$ cat src/rtl/main_control_fsm_pkg.sv
// ---------------------------------------------------------------------------
// main_control_fsm_pkg
// Shared definitions for the multicycle main control FSM and the downstream
// ALU control stage: state encoding, opcode constants, ALU-op classes, mux
// select encodings and the bundled datapath-control struct.
// ---------------------------------------------------------------------------
package main_control_fsm_pkg;

    // Controller states
    typedef enum logic [3:0] {
        ST_FETCH   = 4'd0,
        ST_DECODE  = 4'd1,
        ST_MEMADR  = 4'd2,
        ST_MEMRD   = 4'd3,
        ST_MEMWB   = 4'd4,
        ST_MEMWR   = 4'd5,
        ST_EXEC    = 4'd6,
        ST_RTWB    = 4'd7,
        ST_BRANCH  = 4'd8,
        ST_JUMP    = 4'd9,
        ST_IMMEXEC = 4'd10,
        ST_IMMWB   = 4'd11
    } state_t;

    // Supported opcodes (instruction[31:26])
    localparam logic [5:0] OP_RTYPE = 6'b000000;
    localparam logic [5:0] OP_LW    = 6'b100011;
    localparam logic [5:0] OP_SW    = 6'b101011;
    localparam logic [5:0] OP_BEQ   = 6'b000100;
    localparam logic [5:0] OP_J     = 6'b000010;
    localparam logic [5:0] OP_ADDI  = 6'b001000;
    localparam logic [5:0] OP_SLTI  = 6'b001010;

    // ALU-control classes consumed by the ALU control stage
    localparam logic [1:0] ALUOP_ADD   = 2'b00;
    localparam logic [1:0] ALUOP_SUB   = 2'b01;
    localparam logic [1:0] ALUOP_FUNCT = 2'b10;
    localparam logic [1:0] ALUOP_SLT   = 2'b11;

    // ALU B operand select
    localparam logic [1:0] ALUB_REG    = 2'b00;
    localparam logic [1:0] ALUB_FOUR   = 2'b01;
    localparam logic [1:0] ALUB_SEXT   = 2'b10;
    localparam logic [1:0] ALUB_SHIFT  = 2'b11;

    // PC source select
    localparam logic [1:0] PCSRC_ALU    = 2'b00;
    localparam logic [1:0] PCSRC_ALUOUT = 2'b01;
    localparam logic [1:0] PCSRC_JUMP   = 2'b10;

    // Bundle of all datapath controls
    typedef struct packed {
        logic       pcwrite;
        logic       pcwritecond;
        logic       iord;
        logic       memread;
        logic       memwrite;
        logic       irwrite;
        logic       memtoreg;
        logic       regwrite;
        logic       regdst;
        logic       alusrca;
        logic [1:0] alusrcb;
        logic [1:0] pcsource;
        logic [1:0] aluop;
    } ctrl_t;

endpackage : main_control_fsm_pkg

$ cat src/rtl/main_control_fsm_control_decode.sv
// ---------------------------------------------------------------------------
// control_decode
// Combinational Moore output decode for the main control FSM.
//   state     in  current controller state
//   opcode    in  instruction opcode (selects add/slt class in IMMEXEC)
//   mem_ready in  memory completion (gates irwrite/pcwrite in FETCH)
//   ctrl      out bundled datapath controls
// ---------------------------------------------------------------------------
module control_decode
    import main_control_fsm_pkg::*;
(
    input  state_t     state,
    input  logic [5:0] opcode,
    input  logic       mem_ready,
    output ctrl_t      ctrl
);

    // Per-state control decode; anything not set for a state stays 0
    always_comb begin
        ctrl = '0;
        case (state)
            ST_FETCH: begin
                ctrl.memread  = 1'b1;
                ctrl.alusrcb  = ALUB_FOUR;
                ctrl.aluop    = ALUOP_ADD;
                ctrl.pcsource = PCSRC_ALU;
                // IR and PC only latch once the fetch completes
                ctrl.irwrite  = mem_ready;
                ctrl.pcwrite  = mem_ready;
            end
            ST_DECODE: begin
                ctrl.alusrcb = ALUB_SHIFT;
                ctrl.aluop   = ALUOP_ADD;
            end
            ST_MEMADR: begin
                ctrl.alusrca = 1'b1;
                ctrl.alusrcb = ALUB_SEXT;
                ctrl.aluop   = ALUOP_ADD;
            end
            ST_MEMRD: begin
                ctrl.memread = 1'b1;
                ctrl.iord    = 1'b1;
            end
            ST_MEMWB: begin
                ctrl.regwrite = 1'b1;
                ctrl.memtoreg = 1'b1;
            end
            ST_MEMWR: begin
                ctrl.memwrite = 1'b1;
                ctrl.iord     = 1'b1;
            end
            ST_EXEC: begin
                ctrl.alusrca = 1'b1;
                ctrl.alusrcb = ALUB_REG;
                ctrl.aluop   = ALUOP_FUNCT;
            end
            ST_RTWB: begin
                ctrl.regwrite = 1'b1;
                ctrl.regdst   = 1'b1;
            end
            ST_BRANCH: begin
                ctrl.alusrca     = 1'b1;
                ctrl.alusrcb     = ALUB_REG;
                ctrl.aluop       = ALUOP_SUB;
                ctrl.pcwritecond = 1'b1;
                ctrl.pcsource    = PCSRC_ALUOUT;
            end
            ST_JUMP: begin
                ctrl.pcwrite  = 1'b1;
                ctrl.pcsource = PCSRC_JUMP;
            end
            ST_IMMEXEC: begin
                ctrl.alusrca = 1'b1;
                ctrl.alusrcb = ALUB_SEXT;
                if (opcode == OP_SLTI) begin
                    ctrl.aluop = ALUOP_SLT;
                end else begin
                    ctrl.aluop = ALUOP_ADD;
                end
            end
            ST_IMMWB: begin
                ctrl.regwrite = 1'b1;
            end
            default: begin
                ctrl = '0;
            end
        endcase
    end

endmodule : control_decode

$ cat src/rtl/main_control_fsm.sv
// ---------------------------------------------------------------------------
// main_control_fsm
// Multicycle main controller (lw, sw, R-type, beq, j, addi, slti).
//   clk, rst        clock; synchronous active-high reset
//   opcode          instruction[31:26], stable from DECODE to next FETCH
//   mem_ready       completion of the current memory access
//   pcwrite..aluop  datapath controls (Moore decode, forced 0 during rst)
//   illegal         one-cycle pulse after an unsupported opcode is decoded
//   instr_count     completed-instruction counter (wraps at 16 bits)
// ---------------------------------------------------------------------------
module main_control_fsm
    import main_control_fsm_pkg::*;
(
    input  logic        clk,
    input  logic        rst,
    input  logic [5:0]  opcode,
    input  logic        mem_ready,
    output logic        pcwrite,
    output logic        pcwritecond,
    output logic        iord,
    output logic        memread,
    output logic        memwrite,
    output logic        irwrite,
    output logic        memtoreg,
    output logic        regwrite,
    output logic        regdst,
    output logic        alusrca,
    output logic [1:0]  alusrcb,
    output logic [1:0]  pcsource,
    output logic [1:0]  aluop,
    output logic        illegal,
    output logic [15:0] instr_count
);

    state_t      state_r;
    logic        illegal_r;
    logic [15:0] count_r;
    ctrl_t       ctrl_s;
    ctrl_t       ctrl_out_s;

    control_decode u_decode (
        .state     (state_r),
        .opcode    (opcode),
        .mem_ready (mem_ready),
        .ctrl      (ctrl_s)
    );

    // Reset overrides the FETCH decode so nothing strobes while held in reset
    assign ctrl_out_s = rst ? ctrl_t'(0) : ctrl_s;

    assign pcwrite     = ctrl_out_s.pcwrite;
    assign pcwritecond = ctrl_out_s.pcwritecond;
    assign iord        = ctrl_out_s.iord;
    assign memread     = ctrl_out_s.memread;
    assign memwrite    = ctrl_out_s.memwrite;
    assign irwrite     = ctrl_out_s.irwrite;
    assign memtoreg    = ctrl_out_s.memtoreg;
    assign regwrite    = ctrl_out_s.regwrite;
    assign regdst      = ctrl_out_s.regdst;
    assign alusrca     = ctrl_out_s.alusrca;
    assign alusrcb     = ctrl_out_s.alusrcb;
    assign pcsource    = ctrl_out_s.pcsource;
    assign aluop       = ctrl_out_s.aluop;
    assign illegal     = illegal_r;
    assign instr_count = count_r;

    // State register, illegal-opcode pulse and completed-instruction counter
    always_ff @(posedge clk) begin
        if (rst) begin
            state_r   <= ST_FETCH;
            illegal_r <= 1'b0;
            count_r   <= 16'h0000;
        end else begin
            illegal_r <= 1'b0;
            case (state_r)
                ST_FETCH: begin
                    if (mem_ready) begin
                        state_r <= ST_DECODE;
                    end else begin
                        state_r <= ST_FETCH;
                    end
                end
                ST_DECODE: begin
                    case (opcode)
                        OP_LW, OP_SW:     state_r <= ST_MEMADR;
                        OP_RTYPE:         state_r <= ST_EXEC;
                        OP_BEQ:           state_r <= ST_BRANCH;
                        OP_J:             state_r <= ST_JUMP;
                        OP_ADDI, OP_SLTI: state_r <= ST_IMMEXEC;
                        default: begin
                            // Unsupported: abandon the instruction uncounted
                            state_r   <= ST_FETCH;
                            illegal_r <= 1'b1;
                        end
                    endcase
                end
                ST_MEMADR: begin
                    if (opcode == OP_SW) begin
                        state_r <= ST_MEMWR;
                    end else begin
                        state_r <= ST_MEMRD;
                    end
                end
                ST_MEMRD: begin
                    if (mem_ready) begin
                        state_r <= ST_MEMWB;
                    end else begin
                        state_r <= ST_MEMRD;
                    end
                end
                ST_MEMWR: begin
                    if (mem_ready) begin
                        state_r <= ST_FETCH;
                        count_r <= count_r + 16'd1;
                    end else begin
                        state_r <= ST_MEMWR;
                    end
                end
                ST_EXEC: begin
                    state_r <= ST_RTWB;
                end
                ST_IMMEXEC: begin
                    state_r <= ST_IMMWB;
                end
                ST_MEMWB, ST_RTWB, ST_IMMWB, ST_BRANCH, ST_JUMP: begin
                    state_r <= ST_FETCH;
                    count_r <= count_r + 16'd1;
                end
                default: begin
                    state_r <= ST_FETCH;
                end
            endcase
        end
    end

endmodule : main_control_fsm

$ cat config.mk
export PLATFORM = sky130hd
export DESIGN_NAME = main_control_fsm
export DESIGN_NICKNAME = d
export VERILOG_FILES = /design/src/rtl/main_control_fsm_pkg.sv /design/src/rtl/main_control_fsm_control_decode.sv /design/src/rtl/main_control_fsm.sv
export SDC_FILE = /design/constraint.sdc
export NUM_CORES = 1
export LEC_CHECK = 0
export ABC_AREA = 1
export CAP_MARGIN = 20
export CELL_PAD_IN_SITES_DETAIL_PLACEMENT = 1
export CELL_PAD_IN_SITES_GLOBAL_PLACEMENT = 1
export CORE_ASPECT_RATIO = 1.1
export CORE_MARGIN = 3
export CORE_UTILIZATION = 35
export CTS_CLUSTER_DIAMETER = 50
export CTS_CLUSTER_SIZE = 14
export DETAILED_ROUTE_END_ITERATION = 8
export PLACE_DENSITY_LB_ADDON = 0.05
export REMOVE_ABC_BUFFERS = 1
export SETUP_SLACK_MARGIN = 0.4
export SLEW_MARGIN = 15
export SYNTH_ARGS = -nofsm -noshare
export SYNTH_HDL_FRONTEND = slang
export SYNTH_SLANG_ARGS = --single-unit
$ cat constraint.sdc
create_clock -name clk -period 2.45 [get_ports clk]
set_clock_uncertainty 0.05 [all_clocks]
set_input_delay 0.3675 -clock clk [delete_from_list [all_inputs] [get_ports clk]]
set_output_delay 0.3675 -clock clk [all_outputs]
set_load 0.01 [all_outputs]
==> impl_metrics.toml <==
[outcome]
status = "finished clean"

[yosys]
ys_seq_area_share_pct = 26.8
syn_area_per_cell_um2 = 6.14
postSynth.asyncResetShare_pct = 0
yosys_warnings = 0
ys_seq_elements = 21
synth_top_area_cell = "dfxtp_1"
yosysMostFrequentCell = "nand2_1"
netlist.area_leader.share_pct = 26.8
synth_area_leaders = "dfxtp_1, nand2_1, nor2_1, nand2_2, inv_1"
ys_types = 28
syn_area_um2 = 1570
syn_inst = 255
synth-edff-count = 0
netlist_top_cells_count = "nand2_1, nor2_1, inv_1"
synth_ff_type = "dfxtp_1"

[timing]
rsz0062_at_grt = "true"
tns_ps = 0
setup-violations-final = 0
max_slew_margin_pct = 82.2
slew_violations = 0
finalHoldViolCount = 0
period_needed_ps = 2030
clock.fmax_mhz = 492
worstMarginPinSlew_ps = 266
finalCritPeriodShare_pct = 82.9

[critical_path]
critPathMaxStageDelay_ps = 490
worstPathArrival_ps = 1610
worst_r2r_startpoint = "instr_count[0]$_SDFFE_PP0P_"
critPathCapture = "aluop[0]"
timing.rr.end = "instr_count[6]$_SDFFE_PP0P_"
path_max_fanout = 2
crit_path_end_kind = "primary output"
setup.worst_path.start_class = "primary input"
reg2reg_slack_ps = 830
reg2reg_depth = 6
startpoint = "opcode[3]"
crit_type = "primary input to primary output"
slowest_stage = "clkdlybuf4s50_1"
worstPathCellList = "clkdlybuf4s50_1 -> inv_2 -> nor2_4 -> nand4_1 -> nor2_1 -> inv_1 -> a21oi_2 -> buf_2"
crit_required_ps = 2030

[power_and_ir_drop]
power_density_nw_per_um2 = 318
p_leak_nw = 0.863
max-vdd-ir-drop_mv = 0.157

[clock_tree]
cts_made_buffers = 3
path_clk_slew_ps = 80
cts.sinks = 21
clk_path_buf_depth = 2
htree_levels = 1
hold_buffers = 0
worstSkewPairLatency_ps = 260
clockRootBuffer = "clkbuf_8"
cts_tree = "built"

[cells_and_area]
drive_gt1_share_pct = 19.7
layout.cells.non_filler = 352
post-route-util_pct = 50.2
nNetsFinal = 311
areaGrowthSynthToFinish_pct = 32.7
final_area_um2 = 2080
n_antenna_cell = 0

[die]
die_w_um = 69.8
coreArea_um2 = 4140
pin_count = 42
start_util_pct = 37.8
row_count = 24
fp.dieH_um = 76.2
die-area_um2 = 5320

[routing]
vias_per_cell = 4.99
vias = 1758
ant_nets = 0
first_pass_iters = 4
drt_iter0_drc = 52
wl_um = 4500
routedWlPerCell_um = 12.8
drc = 0

[hold_path]
hold_class = "flip-flop to flip-flop"

[global_routing]
grt.overflow.total = 0
grt_pass1_vias = 1811
antenna_found_initial = 0
grt_max_degree = 20
grt.total_usage_pct = 17.5
grt_pass1_wl_um = 7960

[place]
dpl-instance-area_um2 = 2020
place_inst = 347
dpl.hpwl_um = 3540
numPortBuffers = 41
globalplace.congestion = 0.826

[run]
max_cap_viol_count = 0
==> cell type report <==
class | count | area [um2]
fill | 600 | 2060
multi-input combinational | 197 | 990
timing repair buffer | 47 | 435
sequential | 21 | 424
inverter | 31 | 119
tap | 52 | 65.1
clock buffer | 3 | 41.3
clock inverter | 1 | 5.00
==> routing by layer <==
layer,GRT usage (%),wire length [um]
met1,20.3,1930
met2,33.4,2420
met3,1.72,107
met4,4.79,44
met5,0,0
==> per-stage QoR <==
stage                     hold slack (ps)  setup slack [ps]  total power, mW
after floorplan                       380               994            0.388
after global placement                444              12.7            0.439
after detailed placement              458             -53.5            0.441
after CTS                             472               229            0.669
after global routing                  523               344            0.693
final                                 465               418            0.662
==> where the power goes <==
group | internal (mW) | switching, mW
logic | 0.0361 | 0.0473
clock network | 0.113 | 0.118
registers | 0.344 | 0.00305
==> worst max-delay path, delay by kind of cell <==
family,cells,cell delay (ps)
buffers and inverters,4,750
and+or+nand+nor,3,390
AOI/OAI and AO/OA,1,110
==> state kept, by name, summed over array words and instances (netlist names) <==
register and cells:
instr_count 16, illegal 1, state_r 4
==> how the worst min path moves through the flow <==
| stage | from | to | cells after the start |
|---|---|---|---|
| 6_report | instr_count[15]$_SDFFE_PP0P_ | instr_count[15]$_SDFFE_PP0P_ | 2 |
| 5_1_grt | instr_count[15]$_SDFFE_PP0P_ | instr_count[15]$_SDFFE_PP0P_ | 2 |
| 4_1_cts | instr_count[15]$_SDFFE_PP0P_ | instr_count[15]$_SDFFE_PP0P_ | 2 |
| 3_5_place_dp | instr_count[15]$_SDFFE_PP0P_ | instr_count[15]$_SDFFE_PP0P_ | 2 |
| 3_3_place_gp | instr_count[15]$_SDFFE_PP0P_ | instr_count[15]$_SDFFE_PP0P_ | 2 |
| 2_1_floorplan | rst | instr_count[10]$_SDFFE_PP0P_ | 1 |
==> cell families after synthesis <==
family,count (synthesis),share of synthesized area [%]
AOI/OAI and AO/OA,28,11.4
xor gates and xnor gates,4,2.24
adders and majority gates,1,0.799
buffers and inverters,37,11.3
DFF,21,26.8
and+or+nand+nor,164,47.4
==> placed cells by master (no fill, tap or decap), types with 4 or more instances in the layout <==
cell type,instances
buf_4,6
o21ai_0,6
nand2_2,16
dlygate4sd2_1,12
nand3_1,12
nor2_1,47
a31oi_1,4
nor2_2,4
inv_1,24
nor2_4,5
a21oi_1,7
clkdlybuf4s50_1,25
inv_2,6
nand4_1,8
dfxtp_1,18
a21oi_2,10
nor3_1,4
nand2_1,65
==> timing repair <==
action | in CTS | in global routing
buffers inserted | 0 | 1
pin swaps | 2 | 3
endpoints found under the setup margin | 14 | 5
gates resized for setup | 23 | 9
(Power assumes the default switching activity.)
